## src/rtl/axis_pkg.sv

```systemverilog
// Shared types for the packet-aware AXI-stream demux: input FSM encoding and skid FIFO entry.
package axis_pkg;

    localparam int DW = 512;

    typedef enum logic {
        IDLE   = 1'b0,
        IN_PKT = 1'b1
    } state_t;

    typedef struct packed {
        logic [DW-1:0] data;
        logic          last;
        logic          dest;
    } entry_t;

endpackage

```

## src/rtl/packet_axis_demux_if.sv

```systemverilog
// AXI-stream bundle: master drives data/last/valid, slave drives ready.
interface packet_axis_if #(parameter int DW = axis_pkg::DW);

    logic [DW-1:0] tdata;
    logic          tlast;
    logic          tvalid;
    logic          tready;

    modport master (output tdata, output tlast, output tvalid, input tready);
    modport slave  (input tdata, input tlast, input tvalid, output tready);

endinterface

```

## src/rtl/axis_skid_fifo2.sv

```systemverilog
// Two-entry registered FIFO with registered not-full (wr_rdy) and empty flags.
// Latency: a word written at edge N is readable from edge N onward.
// Backpressure: wr_rdy drops when two words are held, rises the cycle after a pop.
module axis_skid_fifo2 #(
    parameter int W = 8
) (
    input  logic         clk,
    input  logic         rst_n,
    input  logic         wr_vld,
    input  logic [W-1:0] wr_dat,
    output logic         wr_rdy,
    output logic         rd_vld,
    output logic [W-1:0] rd_dat,
    input  logic         rd_rdy
);

    logic [W-1:0] mem [2];
    logic         wr_ptr;
    logic         rd_ptr;
    logic [1:0]   cnt;
    logic [1:0]   cnt_nxt;
    logic         empty_q;
    logic         push;
    logic         pop;

    assign push    = wr_vld && wr_rdy;
    assign pop     = rd_rdy && !empty_q;
    assign cnt_nxt = cnt + 2'(push) - 2'(pop);
    assign rd_vld  = !empty_q;
    assign rd_dat  = mem[rd_ptr];

    always_ff @(posedge clk or negedge rst_n) begin
        if (!rst_n) begin
            cnt     <= 2'd0;
            wr_ptr  <= 1'b0;
            rd_ptr  <= 1'b0;
            empty_q <= 1'b1;
            wr_rdy  <= 1'b0;
        end else begin
            cnt     <= cnt_nxt;
            empty_q <= (cnt_nxt == 2'd0);
            wr_rdy  <= (cnt_nxt != 2'd2);
            if (push) wr_ptr <= ~wr_ptr;
            if (pop)  rd_ptr <= ~rd_ptr;
        end
    end

    // Storage is pure datapath; validity is tracked by cnt/empty_q alone.
    always_ff @(posedge clk) begin
        if (push) mem[wr_ptr] <= wr_dat;
    end

endmodule

```

## src/rtl/packet_axis_demux.sv

```systemverilog
// Packet-aware 1:2 AXI-stream demux; destination latched on first beat, held to tlast.
// Latency: a beat accepted at edge N is presented on its output in cycle N+1.
// Backpressure: 2-entry skid absorbs destination stalls; input ready is registered not-full.
module packet_axis_demux
    import axis_pkg::*;
#(
    parameter int CW = 32
) (
    input  logic          clk,
    input  logic          resetn,
    input  logic          output_select,
    packet_axis_if.slave  axis_in,
    packet_axis_if.master axis0,
    packet_axis_if.master axis1,
    output logic [CW-1:0] pkt_count0,
    output logic [CW-1:0] pkt_count1,
    output logic          busy
);

    state_t state;
    state_t state_nxt;
    logic   route_q;
    logic   beat_dest;
    logic   accept;
    logic   in_rdy;
    entry_t wr_entry;
    entry_t head;
    logic   head_vld;
    logic   head_rdy;

    assign accept         = axis_in.tvalid && in_rdy;
    assign axis_in.tready = in_rdy;

    always_comb begin
        state_nxt = state;
        beat_dest = route_q;
        busy      = (state == IN_PKT);
        case (state)
            IDLE: begin
                beat_dest = output_select;
                if (accept && !axis_in.tlast) state_nxt = IN_PKT;
            end
            IN_PKT: begin
                if (accept && axis_in.tlast) state_nxt = IDLE;
            end
        endcase
    end

    always_ff @(posedge clk or negedge resetn) begin
        if (!resetn) begin
            state   <= IDLE;
            route_q <= 1'b0;
        end else begin
            state <= state_nxt;
            if (state == IDLE && accept) route_q <= output_select;
        end
    end

    assign wr_entry = '{data: axis_in.tdata, last: axis_in.tlast, dest: beat_dest};

    axis_skid_fifo2 #(.W($bits(entry_t))) u_skid (
        .clk    (clk),
        .rst_n  (resetn),
        .wr_vld (axis_in.tvalid),
        .wr_dat (wr_entry),
        .wr_rdy (in_rdy),
        .rd_vld (head_vld),
        .rd_dat (head),
        .rd_rdy (head_rdy)
    );

    // The idle output's ready must never pop the head.
    assign head_rdy     = head.dest ? axis1.tready : axis0.tready;

    assign axis0.tvalid = head_vld && !head.dest;
    assign axis0.tdata  = head.data;
    assign axis0.tlast  = head.last;
    assign axis1.tvalid = head_vld && head.dest;
    assign axis1.tdata  = head.data;
    assign axis1.tlast  = head.last;

    always_ff @(posedge clk or negedge resetn) begin
        if (!resetn) begin
            pkt_count0 <= '0;
            pkt_count1 <= '0;
        end else begin
            if (axis0.tvalid && axis0.tready && head.last) pkt_count0 <= pkt_count0 + 1'b1;
            if (axis1.tvalid && axis1.tready && head.last) pkt_count1 <= pkt_count1 + 1'b1;
        end
    end

endmodule

```

## src/flat_wrapper.sv

```systemverilog
// flat-port wrapper written by rule: the top's interface ports become plain ports
module packet_axis_demux_flat import axis_pkg::*;
#(
    parameter int CW = 32
)
  (clk, resetn, output_select, pkt_count0, pkt_count1, busy, axis_in_tdata, axis_in_tlast, axis_in_tvalid, axis_in_tready, axis0_tdata, axis0_tlast, axis0_tvalid, axis0_tready, axis1_tdata, axis1_tlast, axis1_tvalid, axis1_tready);
  packet_axis_if axis_in_i ();
  packet_axis_if axis0_i ();
  packet_axis_if axis1_i ();
  input  logic clk;
  input  logic resetn;
  input  logic output_select;
  output logic [CW-1:0] pkt_count0;
  output logic [CW-1:0] pkt_count1;
  output logic busy;
  input wire logic [$bits(axis_in_i.tdata)-1:0] axis_in_tdata;
  input wire logic [$bits(axis_in_i.tlast)-1:0] axis_in_tlast;
  input wire logic [$bits(axis_in_i.tvalid)-1:0] axis_in_tvalid;
  output wire logic [$bits(axis_in_i.tready)-1:0] axis_in_tready;
  output wire logic [$bits(axis0_i.tdata)-1:0] axis0_tdata;
  output wire logic [$bits(axis0_i.tlast)-1:0] axis0_tlast;
  output wire logic [$bits(axis0_i.tvalid)-1:0] axis0_tvalid;
  input wire logic [$bits(axis0_i.tready)-1:0] axis0_tready;
  output wire logic [$bits(axis1_i.tdata)-1:0] axis1_tdata;
  output wire logic [$bits(axis1_i.tlast)-1:0] axis1_tlast;
  output wire logic [$bits(axis1_i.tvalid)-1:0] axis1_tvalid;
  input wire logic [$bits(axis1_i.tready)-1:0] axis1_tready;
  assign axis_in_i.tdata = axis_in_tdata;
  assign axis_in_i.tlast = axis_in_tlast;
  assign axis_in_i.tvalid = axis_in_tvalid;
  assign axis_in_tready = axis_in_i.tready;
  assign axis0_tdata = axis0_i.tdata;
  assign axis0_tlast = axis0_i.tlast;
  assign axis0_tvalid = axis0_i.tvalid;
  assign axis0_i.tready = axis0_tready;
  assign axis1_tdata = axis1_i.tdata;
  assign axis1_tlast = axis1_i.tlast;
  assign axis1_tvalid = axis1_i.tvalid;
  assign axis1_i.tready = axis1_tready;
  packet_axis_demux #(.CW(CW)) u_core (.clk(clk), .resetn(resetn), .output_select(output_select), .axis_in(axis_in_i), .axis0(axis0_i), .axis1(axis1_i), .pkt_count0(pkt_count0), .pkt_count1(pkt_count1), .busy(busy));
endmodule
```

## config.mk

```make
export PLATFORM = sky130hd
export DESIGN_NAME = packet_axis_demux_flat
export DESIGN_NICKNAME = d
export VERILOG_FILES = /design/src/rtl/axis_pkg.sv /design/src/rtl/packet_axis_demux_if.sv /design/src/rtl/axis_skid_fifo2.sv /design/src/rtl/packet_axis_demux.sv /design/src/flat_wrapper.sv
export SDC_FILE = /design/constraint.sdc
export NUM_CORES = 1
export LEC_CHECK = 0
export CAP_MARGIN = 10
export CORE_AREA = 2 2 632 634
export DETAILED_ROUTE_END_ITERATION = 10
export DIE_AREA = 0 0 634 636
export PLACE_DENSITY = 0.33
export SLEW_MARGIN = 5
export SYNTH_ARGS = -nofsm -noshare
export SYNTH_HDL_FRONTEND = slang
export SYNTH_SLANG_ARGS = --single-unit
export TNS_END_PERCENT = 30
```

## constraint.sdc

```tcl
create_clock -name clk -period 24.9 [get_ports clk]
set_input_delay 6.225 -clock clk [delete_from_list [all_inputs] [get_ports clk]]
set_output_delay 6.225 -clock clk [all_outputs]
set_load 0.01 [all_outputs]
```

==> results of run 1 <==
-- layer usage --
metal,wire length [um],GRT usage [%],vias up
met3,20500,4.07,497
met2,128000,21.7,1275
met5,416,0,-
li1,-,-,11124
met4,7090,2.77,60
met1,97700,13.7,13487
-- kinds of logic after synthesis --
group	count (synthesis)	share of synthesized area, %
AO/OA/AOI/OAI	2	0.0227
XOR/XNOR	66	1.31
multiplexers	518	13.2
adder cells (fa/ha/maj)	4	0.113
buffers and inverters	579	9.43
flip-flops	1100	74.0
AND/OR/NAND/NOR	150	1.95
-- final timing paths --
| path | from | end | slack, ns | cells past startpoint |
|---|---|---|---|---|
| min reg2reg | u_core.pkt_count0[31] | u_core.pkt_count0[31] | 0.47 | 1 |
| min | u_core.pkt_count0[31] | u_core.pkt_count0[31] | 0.47 | 1 |
| max in group asynchronous | resetn | u_core.u_skid.rd_ptr | 18.42 | 2 |
| max | u_core.u_skid.rd_ptr | axis0_tdata[130] | 13.62 | 5 |
| max reg2reg | u_core.u_skid.rd_ptr | u_core.u_skid.wr_rdy | 20.44 | 10 |
| min in group asynchronous | resetn | u_core.pkt_count0[25] | 5.67 | 2 |
-- registers in the layout, indices dropped and copies added (netlist names), named ones only --
name and cells:
u_core.u_skid.rd_ptr 1, u_core.pkt_count1 32, u_core.route_q 1, u_core.pkt_count0 32, u_core.u_skid.wr_rdy 1, u_core.u_skid.cnt 2
u_core.u_skid.mem 1028, u_core.u_skid.wr_ptr 1, u_core.u_skid.empty_q 1
-- through the flow --
| step | instances | setup WS (ns) | total power [mW] | area (sq um) |
|---|---|---|---|---|
| 2_1_floorplan | 2419 | 4.60 | 4.52 | 44200 |
| 3_3_place_gp | 8753 | 13.91 | 6.28 | 63000 |
| 3_5_place_dp | 8753 | 13.93 | 6.26 | 63000 |
| 4_1_cts | 9010 | 12.95 | 8.43 | 67600 |
| 5_1_grt | 9016 | 13.00 | 8.55 | 67600 |
| 6_report | 9043 | 13.62 | 8.18 | 67700 |
-- placed cells by master (no fill, tap or decap), types with 23 or more instances in the layout --
| cell | Yosys | layout |
|---|---|---|
| nand2_1 | 23 | 23 |
| edfxtp_1 | 1028 | 1028 |
| xnor2_1 | 53 | 53 |
| buf_4 | 513 | 31 |
| nand4_1 | 39 | 39 |
| clkbuf_16 | 0 | 149 |
| mux2_2 | 516 | 516 |
| dfrtp_1 | 71 | 70 |
| clkbuf_1 | 6 | 26 |
| clkdlybuf4s50_1 | 0 | 1611 |
| diode_2 | 0 | 32 |
| clkinv_2 | 0 | 26 |
-- worst register-to-register path: cells and delay by family (launching register included) --
family	cells	cell delay (ns)
flip-flops	1	0.76
buffers and inverters	3	1.44
AND/OR/NAND/NOR	1	0.08
XOR/XNOR	2	0.39
AO/OA/AOI/OAI	1	0.43
multiplexers	1	0.65
adder cells (fa/ha/maj)	2	0.59
-- where the power goes --
part / internal (mW) / total [mW] / switching (mW)
clock network: 1.21 / 2.07 / 0.861
registers: 2.46 / 2.56 / 0.101
logic: 1.68 / 3.55 / 1.87
total: 5.35 / 8.18 / 2.83
-- final cells by class --
cell class	instances	area (sq um)	area share [%]
Clock inverter	81	776	1.15
Antenna cell	32	80.1	0.118
Tap cell	5265	6590	9.73
Inverter	4	15.0	0.0222
Multi-Input combinational cell	740	7350	10.9
Clock buffer	176	3840	5.67
Timing Repair Buffer	1645	16400	24.2
Sequential cell	1100	32700	48.3
==> flow_summary.json, run 1 <==
{
  "status": "finished, final reports clean",
  "ys_seq_elements": 1100,
  "clock_skew_ns": 0.0511,
  "cpLargestDelayFamily": "buffers and inverters",
  "antenna_found_initial": 187,
  "layout-drive-gt1-share_pct": 20.5,
  "htreeDepth": 4,
  "holdCritPathClass": "flip-flop to flip-flop",
  "clock.fmax_ghz": 0.0886,
  "viasPerCell": 2.92,
  "fillerInstances": 43258,
  "fin_crit_ns": 11.28,
  "grt_start_max_net_pins": 114,
  "synth-async-reset-ratio_pct": 6.55,
  "drt_wl_total_mm": 254,
  "syn-cell-area_sq_um": 44200,
  "track_usage_pct": 12.1,
  "grt_pass1_vias": 27261,
  "die-height_um": 636,
  "arrival_ns": 5.06,
  "ys_top_cells_by_count": "edfxtp_1 (1028), mux2_2 (516), buf_4 (513), dfrtp_1 (71), xnor2_1 (53)",
  "finalMaxSlewViolations": 0,
  "rsz0062_at_grt": "no",
  "postCtsSetupRepairBufs": 0,
  "synth.distinct_cells": 28,
  "synth_flop_cell": "edfxtp_1",
  "synth_cells": 2419,
  "grt_pass1_wl_mm": 313,
  "final_hold_viol_count": 0,
  "cpMaxStageDelayCell": "dfrtp_4",
  "yosysMostFrequentCell": "edfxtp_1",
  "dieArea_sq_um": 403000,
  "cpMostUsedCell": "buf_4",
  "critPathMaxFanout": 51,
  "slew_headroom_pct": 28.8,
  "avgSynthCellArea_sq_um": 18.3,
  "core_area_sq_um": 397000,
  "syn_nets": 2942,
  "hold_buffers": 0,
  "finalSetupViolations": 0,
  "io-pin-count": 1613,
  "seq_area_frac_synth_pct": 74.0,
  "worstPathRequired_ns": 18.67,
  "start_util_pct": 11.1,
  "whs_ns": 0.475,
  "drcViolationCount": 0,
  "slowest_delay_ns": 0.76,
  "yosysTopAreaCellShare_pct": 69.9,
  "numCtsBuffers": 148,
  "p_leak_nw": 21.7,
  "firstDrtPassIters": 4,
  "ir_drop_v": 0.0000609,
  "initialDrtViolationCount": 1414,
  "setup_tns_ns": 0,
  "clockRootBuffer": "clkbuf_16",
  "drt-wirelength-per-cell_um": 28.1,
  "synth-edff-count": 1028,
  "clkTransAtPathRegs_ns": 0.06,
  "finalCritPeriodShare_pct": 45.3,
  "synth_top_cell_by_area": "edfxtp_1",
  "ys_top_cells_by_area": "edfxtp_1 (70%), mux2_2 (13%), buf_4 (8.7%)",
  "clk_path_buf_depth": 4,
  "critical_path_class": "flip-flop to primary output",
  "power.density_nw_per_um2": 121,
  "clk_latency_ns": 0.82,
  "cap_violations": 0,
  "crit_chain": "buf_4 > buf_4 > buf_4 > mux2_2 > clkdlybuf4s50_1",
  "ys_warn_count": 0,
  "io_buffers": 1612,
  "row_count": 232,
  "critical_path_buf_inv_count": 4,
  "drtAntennaViolNets": 0,
  "tightest_slew_ns": 1.06,
  "die_w_um": 634,
  "cts.repair.resized": 0,
  "post-route-util_pct": 17.1,
  "grt_overflow": 0,
  "critPathCaptureType": "primary output",
  "dp_hpwl_mm": 210,
  "dr_total_vias": 26443,
  "area_growth_pct": 53.3,
  "gp_congestion": 0.828,
  "layout.nets": 4162,
  "cts.sinks": 1100,
  "cts_tree": "built",
  "start_kind": "flip-flop"
}
No activity file was read; power rests on OpenSTA's default activity.
==> run 2, diff against run 1 <==
- clock period: 24.9 -> 9.6 ns (I/O delays scaled with it)
==> flow_summary.json, run 2 (synthesis results as in run 1) <==
{
  "rsz0062_at_grt": "no",
  "antenna_found_initial": 164,
  "clkTransAtPathRegs_ns": 0.06,
  "cap_violations": 0,
  "drt_wl_total_mm": 251,
  "reg.largest.list": "u_core.u_skid.mem: 1028 flops, u_core.pkt_count0: 32 flops, u_core.pkt_count1: 32 flops",
  "postCtsSetupRepairBufs": 0,
  "dr_total_vias": 26206,
  "r2r-start": "u_core.u_skid.rd_ptr",
  "fillerInstances": 43180,
  "ff2ff_path_depth": 9,
  "finalCritPeriodShare_pct": 65.2,
  "track_usage_pct": 12.0,
  "finalSetupViolations": 0,
  "numCtsBuffers": 153,
  "drtAntennaViolNets": 0,
  "cts_tree": "built",
  "grt_pass1_vias": 27530,
  "layout_common_cells": "clkdlybuf4s50_1 (1611), edfxtp_1 (1028), mux2_2 (516), clkbuf_16 (153), dfrtp_1 (70)",
  "r2r_end": "u_core.u_skid.wr_rdy",
  "worstPathRequired_ns": 7.20,
  "arrival_ns": 3.86,
  "r2r_setup_slack_ns": 5.84,
  "layout_commonest_cell": "clkdlybuf4s50_1",
  "area_growth_pct": 54.2,
  "holdCritPathClass": "flip-flop to flip-flop",
  "clock_skew_ns": 0.0574,
  "status": "finished, final reports clean",
  "startpoint": "u_core.u_skid.rd_ptr",
  "grt_overflow": 0,
  "critPathCaptureType": "primary output",
  "ir_drop_v": 0.000169,
  "critPathMaxFanout": 102,
  "slew_headroom_pct": 19.8,
  "dp_hpwl_mm": 206,
  "pre_cts_ws_ns": 4.07,
  "finalMaxSlewViolations": 0,
  "clockRootBuffer": "clkbuf_16",
  "die_w_um": 634,
  "critical_path_class": "flip-flop to primary output",
  "htreeDepth": 4,
  "start_kind": "flip-flop",
  "clock.fmax_ghz": 0.160,
  "firstDrtPassIters": 5,
  "drt-wirelength-per-cell_um": 27.7,
  "start_util_pct": 11.1,
  "power.total_mw": 21.6,
  "die-height_um": 636,
  "io-pin-count": 1613,
  "final_hold_viol_count": 0,
  "grt_start_max_net_pins": 133,
  "clk_latency_ns": 0.83,
  "cts.repair.resized": 0,
  "cts.sinks": 1100,
  "top_register": "u_core.u_skid.mem",
  "layout.nets": 4161,
  "clk_path_buf_depth": 4,
  "drcViolationCount": 0,
  "power.density_nw_per_um2": 317,
  "fin_crit_ns": 6.26,
  "grt_pass1_wl_mm": 313,
  "row_count": 232,
  "fin_ws_ns": 3.34,
  "p_leak_nw": 21.8,
  "viasPerCell": 2.89,
  "layout-drive-gt1-share_pct": 20.3,
  "initialDrtViolationCount": 1367,
  "io_buffers": 1612,
  "worstHoldPathCells": 1,
  "largest_register_ffs": 1028,
  "dieArea_sq_um": 403000,
  "hold_buffers": 0,
  "critPathCapture": "axis0_tdata[429]",
  "core_area_sq_um": 397000,
  "gp_congestion": 0.834,
  "tightest_slew_ns": 1.20
}
## run 2: cell types whose count changed in the layout (fill, tap and decap cells not counted), sizes merged
cell      before  now
buf           33   27
clkbuf       177  191
clkinv        59   64
diode         32   35
bufinv        10   12
clkinvlp       4    2
## run 2: where the power goes
group / leakage [nW] / internal, mW / switching (mW)
Combinational: 8.96 / 4.41 / 4.92
Clock: 2.36 / 3.30 / 2.32
Sequential: 10.5 / 6.37 / 0.270
Total: 21.8 / 14.1 / 7.50
## run 2: how the worst min path moves through the flow
stage | from | to
final | u_core.pkt_count0[31] | u_core.pkt_count0[31]
after global routing | u_core.pkt_count0[31] | u_core.pkt_count0[31]
after CTS | u_core.pkt_count0[31] | u_core.pkt_count0[31]
after detailed placement | u_core.pkt_count0[31] | u_core.pkt_count0[31]
after global placement | u_core.pkt_count1[31] | u_core.pkt_count1[31]
after floorplan | u_core.route_q | u_core.route_q
## run 2: area by class of cell
type                       instances  area [sq um]  share of cell area, %
sequential                      1100         32700                   48.0
inverter                           4          15.0                 0.0220
timing repair buffer            1639         16500                   24.3
antenna                           35          87.6                  0.129
tap                             5265          6590                   9.67
clock inverter                    86           865                   1.27
clock buffer                     190          4000                   5.87
multi-input combinational        740          7370                   10.8
## run 2: worst max-delay path, cell delays in order (launching register included)
cell             delay (ns)
dfrtp_4                0.83
buf_12                 0.38
mux2_2                 0.33
clkdlybuf4s50_1        0.98
## run 2: through the flow
stage	std cells	TNS (ns)	instance area (sq um)	hold WS (ns)	util (%)
final	9059	0	68100	0.473	17.2
after global routing	9028	0	68000	0.488	17.1
after CTS	9023	0	68000	0.475	17.1
after detailed placement	8747	0	63200	0.468	15.9
after global placement	8747	0	63200	0.464	15.9
after floorplan	2419	-464.64	44200	0.475	-
## run 2: per-layer routing
layer / wire [um] / track usage (%) / up-vias
met4: 6010 / 2.26 / 86
li1: - / - / 11138
met1: 94400 / 13.2 / 13324
met2: 126000 / 21.4 / 1193
met5: 590 / 0 / -
met3: 24600 / 5.17 / 465
